$ cat config.mk
export PLATFORM = sky130hd
export DESIGN_NAME = therm_decoder_seq
export DESIGN_NICKNAME = d
export VERILOG_FILES = /design/src/rtl/therm_decoder_seq.sv
export SDC_FILE = /design/constraint.sdc
export NUM_CORES = 1
export LEC_CHECK = 0
export BUFFER_PORTS_ARGS = -buffer_cell sky130_fd_sc_hd__buf_2
export CORE_AREA = 3 3 40 42
export CTS_CLUSTER_SIZE = 12
export DETAILED_ROUTE_END_ITERATION = 16
export DIE_AREA = 0 0 43 45
export PLACE_DENSITY_LB_ADDON = 0.12
export SLEW_MARGIN = 5
export SYNTH_ARGS = -nofsm -noshare
export SYNTH_HDL_FRONTEND = slang
export SYNTH_SLANG_ARGS = --single-unit
$ cat constraint.sdc
create_clock -name clk -period 3.65 [get_ports clk]
set_input_delay 0.1825 -clock clk [delete_from_list [all_inputs] [get_ports clk]]
set_output_delay 0.1825 -clock clk [all_outputs]
set_load 0.01 [all_outputs]
$ cat src/rtl/therm_decoder_seq.sv
// Serial thermometer-code decoder: scans one accepted word LSB first, one bit per
// clock, and returns the popcount plus a flag for non-thermometer patterns.
module therm_decoder_seq #(
    parameter int W  = 4,
    parameter int CW = $clog2(W + 1)
) (
    input  logic          clk,
    input  logic          rst_n,
    input  logic          in_valid,
    output logic          in_ready,
    input  logic [W-1:0]  in_therm,
    output logic          out_valid,
    input  logic          out_ready,
    output logic [CW-1:0] out_cnt,
    output logic          out_err
);

    localparam int IW = (W > 2) ? $clog2(W) : 1;

    localparam logic [1:0] S_IDLE  = 2'd0;
    localparam logic [1:0] S_SHIFT = 2'd1;
    localparam logic [1:0] S_DONE  = 2'd2;

    logic [1:0]    state_q, state_d;
    logic [W-1:0]  sh_q, sh_d;
    logic [IW-1:0] idx_q, idx_d;
    logic [CW-1:0] cnt_q, cnt_d;
    logic          err_q, err_d;
    logic          zero_q, zero_d;
    logic          bit_cur;

    assign bit_cur = sh_q[0];

    always_comb begin
        state_d = state_q;
        sh_d    = sh_q;
        idx_d   = idx_q;
        cnt_d   = cnt_q;
        err_d   = err_q;
        zero_d  = zero_q;
        case (state_q)
            S_IDLE: begin
                if (in_valid) begin
                    sh_d    = in_therm;
                    idx_d   = '0;
                    cnt_d   = '0;
                    err_d   = 1'b0;
                    zero_d  = 1'b0;
                    state_d = S_SHIFT;
                end
            end
            S_SHIFT: begin
                sh_d  = sh_q >> 1;
                cnt_d = cnt_q + CW'(bit_cur);
                // A one after any zero means the ones are not packed at the LSB end.
                if (bit_cur && zero_q) begin
                    err_d = 1'b1;
                end
                if (!bit_cur) begin
                    zero_d = 1'b1;
                end
                if (idx_q == IW'(W - 1)) begin
                    state_d = S_DONE;
                end else begin
                    idx_d = idx_q + IW'(1);
                end
            end
            S_DONE: begin
                if (out_ready) begin
                    state_d = S_IDLE;
                end
            end
            default: state_d = S_IDLE;
        endcase
    end

    always_ff @(posedge clk or negedge rst_n) begin
        if (!rst_n) begin
            state_q <= S_IDLE;
            sh_q    <= '0;
            idx_q   <= '0;
            cnt_q   <= '0;
            err_q   <= 1'b0;
            zero_q  <= 1'b0;
        end else begin
            state_q <= state_d;
            sh_q    <= sh_d;
            idx_q   <= idx_d;
            cnt_q   <= cnt_d;
            err_q   <= err_d;
            zero_q  <= zero_d;
        end
    end

    assign in_ready  = (state_q == S_IDLE);
    assign out_valid = (state_q == S_DONE);
    assign out_cnt   = cnt_q;
    assign out_err   = err_q;

endmodule
# Yosys cells after proc, flatten, opt, wreduce, memory -nomap -nowiden
# Index checks and enable logic that the tools add are counted.
totals:
  regBits: 13
  mem_bits_ro: 0
  n_memories: 0
  elab_cells: 41
  ram_bits: 0
  latch_bits: 0
  in_bits: 8
  output_inout_bits: 6
classes:
  shifts: 0
  n_reduce_logical: 8
  eq_ne: 9
  addsub: 2
  mux: 16
  n_mul: 0
  div: 0
  bitwise_logic: 0
  order_cmp: 0
op_table:
  columns: ["cell", "n"]
  rows:
  - ["$reduce_and 3->1", 4]
  - ["$mux 2", 5]
  - ["$ne 2x2->1 const B", 5]
  - ["$pmux 4 s2", 1]
  - ["$pmux 2 s3", 1]
  - ["$pmux 3 s2", 1]
  - ["$eq 2x2->1 const B", 2]
  - ["$mux 4", 1]
  - ["$pmux 1 s2", 2]
  - ["$pmux 2 s2", 1]
  - ["$add 3x1->3", 1]
  - ["$mux 1", 3]
  - ["$mux 3", 1]
  - ["$add 2x1->2 const B", 1]
  - ["$eq 2x1->1 const B", 1]
  - ["$logic_not 2->1", 1]
  - ["$ne 2x1->1 const B", 1]
  - ["$reduce_and 2->1", 1]
  - ["$reduce_bool 2->1", 1]
  - ["$logic_and 1x1->1", 1]

# Depth between registers and ports, before layout
# Gate-level depths: netlist of the first run.
logic_depth:
  word_depth: 3
  ltp_mapped: 4
  mapped_depth_nobuf: 4

# Worst setup path before layout of the first run
# Ideal clock, no wire load.
synth_timing:
  path_kind: "register to register"
  startpoint: "register cnt_q[0] (netlist: out_cnt[0])"
  endpoint: "register cnt_q[1] (netlist: out_cnt[1])"
  path_stages_with_launch: 4
  required_ns: 3.529
  arrival_time_ns: 1.063
  setup_slack_ns: 2.466
  synth_period_minus_slack_ns: 1.184
  setup_time_ns: 0.121
  path_buffers: 0
  cell_sequence: "dfrtp_1 > ha_1 > ha_1 > a22o_1"
synth_via:
  elab_chain_cells: 2
synth_lines:
  columns: ["item", "line", "source"]
  rows:
  - ["from (decl)", "27", "logic [CW-1:0] cnt_q, cnt_d;"]
  - ["from (signal assigned)", "89", "cnt_q <= cnt_d;"]
  - ["$add 3x1->3", "54", "cnt_d = cnt_q + CW'(bit_cur);"]
  - ["$pmux 3 s2", "41", "case (state_q)"]
# No other way between the ends.
# A chain may end at the register's enable or synchronous reset.

# Worst setup path in the final report of the first run
layout_timing:
  startpoint: "register state_q[1]"
  endpoint: "output out_valid"
layout_via:
  elab_chain_cells: 1
layout_lines:
  columns: ["item", "line", "source"]
  rows:
  - ["from (decl)", "24", "logic [1:0] state_q, state_d;"]
  - ["from (signal assigned)", "86", "state_q <= state_d;"]
  - ["$eq 2x2->1", "96", "assign out_valid = (state_q == S_DONE);"]
  - ["to (decl)", "12", "output logic out_valid,"]
# No other way between the ends.

==> results_tabular.tex, run 1 <==
\begin{tabular}{lr}
\hline
Metric & Value \\
\hline
\multicolumn{2}{l}{\textbf{Worst setup path}} \\
\quad Slowest cell on the critical path & dfrtp\_1 \\
\quad Type of destination of the critical path & output pin \\
\quad Buffers and inverters on the worst path & 2 \\
\quad CP max FO & 11 \\
\quad Register-to-Register Setup Slack & approximately 2.4 ns \\
\quad Critical Path Max Stage Delay & about 0.55 ns \\
\quad Crit path required time & 3.47 ns \\
\quad Cell-by-cell listing of the critical path & inv\_1 > nor2\_1 > buf\_2 \\
\quad Critical Setup Path Class & reg -> out \\
\quad Crit start category & flop \\
\quad Arrival time reported for the critical path endpoint & 1.25 ns \\
\quad Cell family with most CP delay & flip-flops \\
\multicolumn{2}{l}{\textbf{Drt}} \\
\quad Wire length per cell & $\sim$14 um \\
\quad Wire length reported by the detailed router & 1.31 mm \\
\quad DR iter-0 viols & 7 \\
\quad DR vias & 552 \\
\quad Post-detailed-route DRC marker count & 0 \\
\quad Detailed Routing Iterations Pass 1 & 4 \\
\quad Antenna-violating nets left & 0 \\
\quad Via density per instance & 5.75 \\
\multicolumn{2}{l}{\textbf{Cells and area}} \\
\quad Final-stage net count & 93 \\
\quad Layout Cells excl Fill & 96 \\
\quad N\_diodes & 0 \\
\quad Share of post-route cells with drive strength above 1 & 24.7\% \\
\quad Area delta synth->final & 15.6\% \\
\quad Core occupancy in the finished layout & between 50\% and 60\% \\
\multicolumn{2}{l}{\textbf{Clock network}} \\
\quad Number of buffers added to fix hold violations after cts & 1 \\
\quad Clock-pin slew on the worst setup and hold paths & about 0.070 ns \\
\quad Buffers inserted during post-CTS setup optimization & 0 \\
\quad Total clock buffers created by CTS & 3 \\
\quad Quantity of gates resized following cts & 0 \\
\quad Clock latency on the worst-skew pair & 0.28 ns \\
\quad CTS tree & yes \\
\quad Number of sinks driven by the clock tree & 13 \\
\quad Clock tree root buffer cell & clkbuf\_4 \\
\quad Maximum buffer depth of the clock tree & 2 \\
\quad Max H-tree Level & 1 \\
\multicolumn{2}{l}{\textbf{GRT}} \\
\quad Number of global-route vias before repair & 506 \\
\quad First-pass GRT wire length & 2.15 mm \\
\quad Tot GR Track Use & roughly 15\% \\
\quad Pin count of the biggest net entering global routing & 14 \\
\quad Number of antenna violations at the first check in global routing & 0 \\
\quad Total gr overflow & 0 \\
\multicolumn{2}{l}{\textbf{Job}} \\
\quad Maximum capacitance violations & 0 \\
\multicolumn{2}{l}{\textbf{Timing}} \\
\quad Count of final max-slew check failures & 0 \\
\quad Final setup vio count & 0 \\
\quad Final worst-path setup slack & between 2 and 2.5 ns \\
\quad Post-Route Skew & between 0.004 and 0.005 ns \\
\quad Max Clock Freq & roughly 0.70 GHz \\
\quad Tmin final & between 1 and 1.5 ns \\
\quad Final cycle utilization of the critical path & 39.3\% \\
\quad Worst slew slack as a fraction of its limit & a little over two thirds \\
\quad Count of final hold-check violations & 0 \\
\quad Setup TNS Final & 0 ns \\
\quad Unrepaired setup endpoints after global routing & no \\
\quad Worst-Margin Slew & 0.460 ns \\
\multicolumn{2}{l}{\textbf{Floorplan}} \\
\quad Core Region & 1280 sq um \\
\quad Number of ports placed on the die boundary & 14 \\
\quad Chip Width & 43 um \\
\quad Height of the die & between 40 and 50 um \\
\quad Effective utilization at floorplan & 50.6\% \\
\quad Row count & 13 \\
\quad Total die area & a little under 2000 sq um \\
\multicolumn{2}{l}{\textbf{Logic synthesis}} \\
\quad Count of cell types in the netlist & 24 \\
\quad Sequential cell area fraction in the yosys report & 50.0\% \\
\quad Synthesized Nets & 76 \\
\quad Count of mapped cells out of synthesis & 65 \\
\quad Synthesized area per cell & between 10 and 15 sq um \\
\quad Number of register bits inferred by synthesis & 13 \\
\quad Primary flip-flop cell chosen by synthesis mapping & dfrtp\_1 \\
\quad Synthesis Warnings & 0 \\
\quad Number of enable flip-flop cells after synthesis & 0 \\
\quad Cell area after synthesis & between 600 and 700 sq um \\
\quad Post-synthesis async set-or-reset flop share & 100\% \\
\multicolumn{2}{l}{\textbf{Placement}} \\
\quad Final weighted congestion of routability-driven global placement & 0.750 \\
\quad Number of port buffers & 13 \\
\quad Placed cell count & 91 \\
\quad Detailed Place HPWL & between 800 and 900 um \\
\quad Post-Place Setup Slack & about 2.5 ns \\
\multicolumn{2}{l}{\textbf{Pwr}} \\
\quad Post-layout total power & approximately 0.65 mW \\
\quad Power per cell area & $\sim$860 nW/um\^{}2 \\
\quad Max rail drop VDD & roughly 0.00034 V \\
\quad Leakage power of the design & roughly 0.37 nW \\
\multicolumn{2}{l}{\textbf{Run status}} \\
\quad Status & complete, no violations \\
\multicolumn{2}{l}{\textbf{Worst hold path}} \\
\quad Worst Hold Class & in -> reg \\
\hline
\end{tabular}
## through the flow
stage / hold WS (ns) / instance area [sq um]
floorplan: -0.113 / 651
global placement: 0.0893 / 716
detailed placement: 0.0876 / 716
CTS: 0.0720 / 752
global route: 0.0808 / 752
finish: 0.0770 / 752
## report_power, final
| part | leakage, nW | internal, mW | switching [mW] | total [mW] |
|---|---|---|---|---|
| logic | 0.191 | 0.131 | 0.140 | 0.271 |
| clock network | 0.0150 | 0.0424 | 0.0462 | 0.0886 |
| registers | 0.160 | 0.209 | 0.0789 | 0.288 |
## state kept, by name, summed over array words and instances, names as in the netlist
signal and cells:
sh_q 4, out_cnt 3, idx_q 2, state_q 2, out_err 1, zero_q 1
## placed cells by master (no fill, tap or decap), types with 2 or more instances in the layout
cell      count
clkbuf_4      3
o21ai_1       3
nor2_1        6
a21oi_1       6
o22ai_1       6
nand2_1       7
inv_1         2
a22o_1        2
buf_2        13
ha_1          3
nand2b_1      2
nand3b_1      2
dfrtp_1      13
## cells by family (layout without fill, tap and decap cells)
family / after synthesis / count (layout) / share of synthesized area [%]
buffers and inverters: 5 / 21 / 4.62
and+or+nand+nor: 21 / 21 / 16.5
AOI/OAI and AO/OA: 23 / 23 / 23.1
adders and majority gates: 3 / 3 / 5.77
DFF: 13 / 13 / 50.0
## metal layers
layer / wire [um] / GRT usage (%) / vias up
met4: 23 / 10.8 / 0
met2: 593 / 24.3 / 13
met1: 624 / 18.6 / 269
met3: 70 / 2.79 / 4
met5: 0 / 0 / -
li1: - / - / 266
## final timing paths
check | startpoint | endpoint | depth (start not counted)
max in group asynchronous | rst_n | state_q[1] | 2
max reg2reg | sh_q[0] | out_cnt[1] | 3
min reg2reg | sh_q[3] | sh_q[3] | 2
max | state_q[1] | out_valid | 3
min | out_ready | state_q[1] | 2
min in group asynchronous | rst_n | out_cnt[2] | 2
## cell usage after synthesis (2+ instances only)
cell      count  area [sq um]
a21oi_1       6          30.0
a22o_1        2          17.5
dfrtp_1      13           325
ha_1          3          37.5
inv_1         2          7.51
nand2_1       7          26.3
nand2b_1      2          12.5
nand3b_1      2          15.0
nor2_1        6          22.5
o21ai_1       3          15.0
o22ai_1       6          37.5
## layout make-up
cell class | instances | area (sq um)
fillers | 132 | 533
flip-flops and latches | 13 | 325
multi-input cells | 47 | 295
repair buffers | 14 | 75.1
clock buffers | 4 | 26.3
well taps | 15 | 18.8
inverters | 3 | 11.3
No activity file was read; power rests on OpenSTA's default activity.
==> run 2: changes to the inputs <==
--- a/config.mk
+++ b/config.mk
@@ -6,10 +6,10 @@
 export NUM_CORES = 1
 export LEC_CHECK = 0
 export BUFFER_PORTS_ARGS = -buffer_cell sky130_fd_sc_hd__buf_2
-export CORE_AREA = 3 3 40 42
+export CORE_MARGIN = 3
+export CORE_UTILIZATION = 50
 export CTS_CLUSTER_SIZE = 12
 export DETAILED_ROUTE_END_ITERATION = 16
-export DIE_AREA = 0 0 43 45
 export PLACE_DENSITY_LB_ADDON = 0.12
 export SLEW_MARGIN = 5
 export SYNTH_ARGS = -nofsm -noshare
==> constraint.sdc (replaced) <==
create_clock -name clk -period 1.4 [get_ports clk]
set_input_delay 0.07 -clock clk [delete_from_list [all_inputs] [get_ports clk]]
set_output_delay 0.07 -clock clk [all_outputs]
set_load 0.01 [all_outputs]
==> run 2 against run 1 <==
Worst hold slack got worse by 0.037 ns. Die area decreased by 8.5%. Worst setup slack lost 2.1 ns. Combinational power rose to 2.6 times the previous value. Global-route usage grew 0.14 points. Largest cell class unchanged. Largest power group unchanged.
==> results_tabular.tex, run 2 (synthesized netlist as in run 1, its figures left out) <==
\begin{tabular}{lr}
\hline
Metric & Value \\
\hline
\multicolumn{2}{l}{\textbf{Pwr}} \\
\quad Switching share of power & 40.8\% \\
\quad Clock share of power & between 10\% and 20\% \\
\quad Power per cell area & roughly 2200 nW/um\^{}2 \\
\quad Internal power consumption & between 0.9 and 1 mW \\
\quad Max rail drop VDD & just under 0.001 V \\
\quad Leakage power of the design & approximately 0.37 nW \\
\quad Logic pwr share & between 40\% and 50\% \\
\quad Flop pwr share & around 44\% \\
\quad Power dissipated by switching net loads & 0.689 mW \\
\multicolumn{2}{l}{\textbf{Placement}} \\
\quad Placed cell count & 90 \\
\quad Number of port buffers & 13 \\
\quad Detailed Place HPWL & 937 um \\
\quad Final weighted congestion of routability-driven global placement & between 0.7 and 0.8 \\
\multicolumn{2}{l}{\textbf{GRT}} \\
\quad Total gr overflow & 0 \\
\quad Pin count of the biggest net entering global routing & 14 \\
\quad Number of antenna violations at the first check in global routing & 0 \\
\quad First-pass GRT wire length & 2.13 mm \\
\quad Tot GR Track Use & between 15 and 20\% \\
\quad Number of global-route vias before repair & 475 \\
\multicolumn{2}{l}{\textbf{Drt}} \\
\quad Wire length per cell & between 10 and 15 um \\
\quad Wire length reported by the detailed router & 1.32 mm \\
\quad Via density per instance & around 5.8 \\
\quad Detailed Routing Iterations Pass 1 & 4 \\
\quad DR iter-0 viols & 8 \\
\quad DR vias & around 560 \\
\quad Post-detailed-route DRC marker count & 0 \\
\quad Antenna-violating nets left & 0 \\
\multicolumn{2}{l}{\textbf{Worst setup path}} \\
\quad Arrival time reported for the critical path endpoint & 1.25 ns \\
\quad Number of cells on the worst reg-to-reg path & 3 \\
\quad RR Startpoint & sh\_q[0] \\
\quad Register-to-Register Setup Slack & between 0.2 and 0.25 ns \\
\quad Crit start category & flop \\
\quad Worst setup path endpoint & out\_valid \\
\quad Crit path required time & between 1 and 1.5 ns \\
\quad Source of the critical timing path & state\_q[1] \\
\quad Reg2Reg Capture Point & out\_cnt[1] \\
\quad Type of destination of the critical path & output pin \\
\quad CP max FO & 11 \\
\quad Critical Setup Path Class & reg -> out \\
\multicolumn{2}{l}{\textbf{Cells and area}} \\
\quad Final-stage net count & 94 \\
\quad Core occupancy in the finished layout & roughly 66\% \\
\quad Layout Cells excl Fill & 96 \\
\quad Area delta synth->final & 16.9\% \\
\quad Share of post-route cells with drive strength above 1 & between 20\% and 30\% \\
\quad N\_diodes & 0 \\
\quad Number of flip-flops under the largest register name & 4 \\
\quad Largest Register & sh\_q \\
\quad Commonest cells after routing, fill and taps aside & dfrtp\_1 (13), buf\_2 (13), nand2\_1 (7) \\
\quad Fill cell count & just over 100 \\
\multicolumn{2}{l}{\textbf{Clock network}} \\
\quad Clock latency on the worst-skew pair & between 0.2 and 0.3 ns \\
\quad Total clock buffers created by CTS & 3 \\
\quad Maximum buffer depth of the clock tree & 2 \\
\quad Clock tree root buffer cell & clkbuf\_4 \\
\quad CTS tree & yes \\
\quad Clock-pin slew on the worst setup and hold paths & roughly 0.08 ns \\
\quad Number of sinks driven by the clock tree & 13 \\
\quad Max H-tree Level & 1 \\
\multicolumn{2}{l}{\textbf{Job}} \\
\quad Maximum capacitance violations & 0 \\
\multicolumn{2}{l}{\textbf{Run status}} \\
\quad Status & complete, no violations \\
\multicolumn{2}{l}{\textbf{Timing}} \\
\quad Max Clock Freq & between 0.7 and 0.8 GHz \\
\quad Post-Route Skew & between 0.002 and 0.003 ns \\
\quad Final cycle utilization of the critical path & 94.0\% \\
\quad Setup TNS Final & 0 ns \\
\quad Worst-Margin Slew & 0.435 ns \\
\quad Worst slew slack as a fraction of its limit & 71.0\% \\
\quad Worst hold slack & slightly below 0.04 ns \\
\quad Count of final hold-check violations & 0 \\
\quad Tmin final & between 1 and 1.5 ns \\
\quad Unrepaired setup endpoints after global routing & no \\
\quad Final setup vio count & 0 \\
\quad Count of final max-slew check failures & 0 \\
\multicolumn{2}{l}{\textbf{Floorplan}} \\
\quad Height of the die & 42.1 um \\
\quad Number of ports placed on the die boundary & 14 \\
\quad Core Region & 1160 sq um \\
\quad Effective utilization at floorplan & 56.3\% \\
\quad Total die area & about 1800 sq um \\
\quad Row count & 12 \\
\quad Chip Width & around 42 um \\
\multicolumn{2}{l}{\textbf{Worst hold path}} \\
\quad Worst Hold Class & in -> reg \\
\hline
\end{tabular}
## run 2: changes by cell type in the layout (fill, tap and decap cells not counted), sizes merged
cell	before	now
dlygate4sd3	1	2
## run 2: how the worst min path moves through the flow
stage                      startpoint    endpoint  slack (ns)  depth (start not counted)
after floorplan                 rst_n    idx_q[0]       -0.23                          0
after global placement          rst_n  out_cnt[2]       -0.03                          1
after detailed placement        rst_n     out_err       -0.03                          1
after CTS                 in_therm[3]     sh_q[3]        0.04                          3
after global routing      in_therm[3]     sh_q[3]        0.06                          3
final                     in_therm[3]     sh_q[3]        0.04                          3
## run 2: what timing repair did
action	CTS	global route
hold buffers	2	0
resized for setup	0	0
setup buffers	0	0
endpoints found under the hold margin	14	0
## run 2: area by class of cell
type | instances | area (sq um) | share of cell area [%]
sequential | 13 | 325 | 42.8
multi-input combinational | 47 | 295 | 38.8
timing repair buffer | 15 | 85.1 | 11.2
clock buffer | 4 | 26.3 | 3.45
tap | 14 | 17.5 | 2.30
inverter | 3 | 11.3 | 1.48
## run 2: worst max-delay path, stage by stage (launching register included)
cell and delay (ns):
dfrtp_1 0.54, inv_1 0.18, nor2_1 0.11, buf_2 0.14
## run 2: per-stage QoR
stage	worst slack (ns)	instance area, sq um	total power [mW]
final	0.0834	761	1.69
after global routing	0.0150	761	1.84
after CTS	0.0927	761	1.70
after detailed placement	0.213	714	1.46
after global placement	0.233	714	1.42
after floorplan	0.216	651	1.28
## run 2: metal layers
| layer | global-route usage [%] | share of wire, % | routed length [um] | vias to the layer above |
|---|---|---|---|---|
| met5 | 0 | 0 | 0 | - |
| met4 | 5.59 | 1.2 | 16 | 0 |
| met3 | 2.58 | 8.2 | 108 | 4 |
| met2 | 23.5 | 46 | 603 | 28 |
| met1 | 21.8 | 45 | 588 | 255 |
| li1 | - | - | - | 270 |
## run 2: power groups by stage
stage	Clock, mW	Sequential [mW]	Combinational [mW]
finish	0.231	0.745	0.713
global route	0.254	0.777	0.808
CTS	0.233	0.745	0.717
detailed placement	0	0.751	0.711
global placement	0	0.740	0.681
floorplan	0	0.687	0.588
==> run 3: changes to the inputs <==
--- a/config.mk
+++ b/config.mk
@@ -11,6 +11,7 @@
 export CTS_CLUSTER_SIZE = 12
 export DETAILED_ROUTE_END_ITERATION = 16
 export PLACE_DENSITY_LB_ADDON = 0.12
+export REMOVE_ABC_BUFFERS = 1
 export SLEW_MARGIN = 5
 export SYNTH_ARGS = -nofsm -noshare
 export SYNTH_HDL_FRONTEND = slang
==> run 3 against run 2 <==
Largest power group unchanged. Count of clock-buffer cells in the layout unchanged. Largest cell class unchanged. Cell area unchanged. Clock power increased by 2%. Clock skew increased by 0.0014 ns. Global-route usage increased by 1.0 points. Core utilization unchanged.
==> results_tabular.tex, run 3 (synthesized netlist as in run 1, its figures left out) <==
\begin{tabular}{lr}
\hline
Metric & Value \\
\hline
\multicolumn{2}{l}{\textbf{Cells and area}} \\
\quad Summed area of non-filler cells in the final layout & about 760 sq um \\
\quad N\_diodes & 0 \\
\quad Share of post-route cells with drive strength above 1 & between 20\% and 30\% \\
\quad Fill cell count & around 110 \\
\quad Final-stage net count & 94 \\
\quad Largest Register & sh\_q \\
\quad Number of flip-flops under the largest register name & 4 \\
\quad Area delta synth->final & 16.9\% \\
\quad Commonest cells after routing, fill and taps aside & dfrtp\_1 (13), buf\_2 (13), nand2\_1 (7) \\
\quad Core occupancy in the finished layout & 65.8\% \\
\multicolumn{2}{l}{\textbf{Clock network}} \\
\quad Buffers inserted during post-CTS setup optimization & 0 \\
\quad CTS tree & yes \\
\quad Maximum buffer depth of the clock tree & 2 \\
\quad Total clock buffers created by CTS & 3 \\
\quad Clock-pin slew on the worst setup and hold paths & $\sim$0.080 ns \\
\quad Number of sinks driven by the clock tree & 13 \\
\quad Clock latency on the worst-skew pair & around 0.28 ns \\
\quad Quantity of gates resized following cts & 0 \\
\quad Max H-tree Level & 1 \\
\quad Clock tree root buffer cell & clkbuf\_4 \\
\multicolumn{2}{l}{\textbf{Worst setup path}} \\
\quad CP max FO & 11 \\
\quad Critical Setup Path Class & reg -> out \\
\quad Crit path required time & $\sim$1.3 ns \\
\quad Arrival time reported for the critical path endpoint & between 1 and 1.5 ns \\
\quad Type of destination of the critical path & output pin \\
\quad Crit start category & flop \\
\multicolumn{2}{l}{\textbf{Pwr}} \\
\quad Switching share of power & between 40 and 50\% \\
\quad Max rail drop VDD & roughly 0.0012 V \\
\quad Clock share of power & $\sim$14\% \\
\quad Power per cell area & around 2200 nW/um\^{}2 \\
\quad Leakage power of the design & between 0.3 and 0.4 nW \\
\quad Internal power consumption & roughly 1.0 mW \\
\quad Power dissipated by switching net loads & roughly 0.7 mW \\
\quad Logic pwr share & 42.2\% \\
\quad Flop pwr share & 43.9\% \\
\multicolumn{2}{l}{\textbf{Drt}} \\
\quad Antenna-violating nets left & 0 \\
\quad Wire length reported by the detailed router & between 1 and 1.5 mm \\
\quad Post-detailed-route DRC marker count & 0 \\
\quad DR vias & roughly 540 \\
\quad Wire length per cell & $\sim$13 um \\
\quad DR iter-0 viols & 22 \\
\quad Detailed Routing Iterations Pass 1 & 4 \\
\quad Via density per instance & approximately 5.6 \\
\multicolumn{2}{l}{\textbf{Floorplan}} \\
\quad Chip Width & around 42 um \\
\quad Number of ports placed on the die boundary & 14 \\
\quad Effective utilization at floorplan & between 50\% and 60\% \\
\quad Core Region & around 1200 sq um \\
\quad Height of the die & 42.1 um \\
\quad Row count & 12 \\
\quad Total die area & about 1800 sq um \\
\multicolumn{2}{l}{\textbf{Timing}} \\
\quad Tmin final & between 1 and 1.5 ns \\
\quad Setup TNS Final & 0 ns \\
\quad Worst hold slack & 0.0299 ns \\
\quad Worst-Margin Slew & 0.446 ns \\
\quad Worst slew slack as a fraction of its limit & a little over two thirds \\
\quad Final setup vio count & 0 \\
\quad Max Clock Freq & about 0.76 GHz \\
\quad Unrepaired setup endpoints after global routing & no \\
\quad Count of final max-slew check failures & 0 \\
\quad Post-Route Skew & between 0.004 and 0.005 ns \\
\quad Count of final hold-check violations & 0 \\
\quad Final cycle utilization of the critical path & between 90\% and 100\% \\
\multicolumn{2}{l}{\textbf{GRT}} \\
\quad Pin count of the biggest net entering global routing & 14 \\
\quad Number of global-route vias before repair & between 500 and 600 \\
\quad Total gr overflow & 0 \\
\quad Tot GR Track Use & about 16\% \\
\quad Number of antenna violations at the first check in global routing & 0 \\
\quad First-pass GRT wire length & roughly 2.3 mm \\
\multicolumn{2}{l}{\textbf{Placement}} \\
\quad Final weighted congestion of routability-driven global placement & around 0.75 \\
\quad Detailed Place HPWL & approximately 950 um \\
\quad Number of port buffers & 13 \\
\quad Cell Area, Placed & 714 sq um \\
\multicolumn{2}{l}{\textbf{Job}} \\
\quad Maximum capacitance violations & 0 \\
\multicolumn{2}{l}{\textbf{Worst hold path}} \\
\quad Worst Hold Class & in -> reg \\
\multicolumn{2}{l}{\textbf{Run status}} \\
\quad Status & complete, no violations \\
\hline
\end{tabular}
run 3: cell counts in the layout (fill, tap and decap cells not counted):
No cell type changed its count.
run 3: cell type report:
| type | count | area (sq um) | share of cell area, % |
|---|---|---|---|
| flip-flops and latches | 13 | 325 | 42.8 |
| multi-input cells | 47 | 295 | 38.8 |
| repair buffers | 15 | 85.1 | 11.2 |
| clock buffers | 4 | 26.3 | 3.45 |
| well taps | 14 | 17.5 | 2.30 |
| inverters | 3 | 11.3 | 1.48 |
run 3: worst max-delay path, stage by stage (launching register included):
cell     delay, ns
dfrtp_1       0.53
inv_1         0.19
nor2_1        0.11
buf_2         0.14
run 3: final timing paths:
kind	slack (ns)	cells past startpoint	from	endpoint
max	0.09	3	state_q[1]	out_valid
min	0.03	3	in_therm[3]	sh_q[3]
max reg2reg	0.18	3	sh_q[0]	out_cnt[1]
min reg2reg	0.51	2	sh_q[3]	sh_q[3]
max in group asynchronous	0.97	2	rst_n	idx_q[1]
min in group asynchronous	0.20	2	rst_n	zero_q
run 3: repair_timing:
| item | 4_1_cts | 5_1_grt |
|---|---|---|
| setup endpoints to repair | 0 | 0 |
| endpoints found under the hold margin | 14 | 0 |
| hold buffers | 2 | 0 |
run 3: per-stage QoR:
step / total power [mW] / instances / worst slack (ns)
after floorplan: 1.23 / 63 / 0.216
after global placement: 1.42 / 90 / 0.234
after detailed placement: 1.47 / 90 / 0.185
after CTS: 1.71 / 96 / 0.0961
after global routing: 1.85 / 96 / 0.00757
final: 1.70 / 96 / 0.0885
run 3: power by group through the flow:
stage               Sequential (mW)  Clock, mW  Combinational (mW)
detailed placement            0.752          0               0.719
global placement              0.740          0               0.683
global route                  0.773      0.257               0.817
floorplan                     0.727          0               0.506
finish                        0.746      0.235               0.717
CTS                           0.743      0.239               0.725
run 3: layer usage:
| layer | global-route usage (%) | vias up | wire [um] |
|---|---|---|---|
| met5 | 0 | - | 0 |
| met2 | 26.9 | 17 | 605 |
| met4 | 3.73 | 0 | 0 |
| li1 | - | 270 | - |
| met1 | 21.7 | 249 | 610 |
| met3 | 4.29 | 0 | 74 |
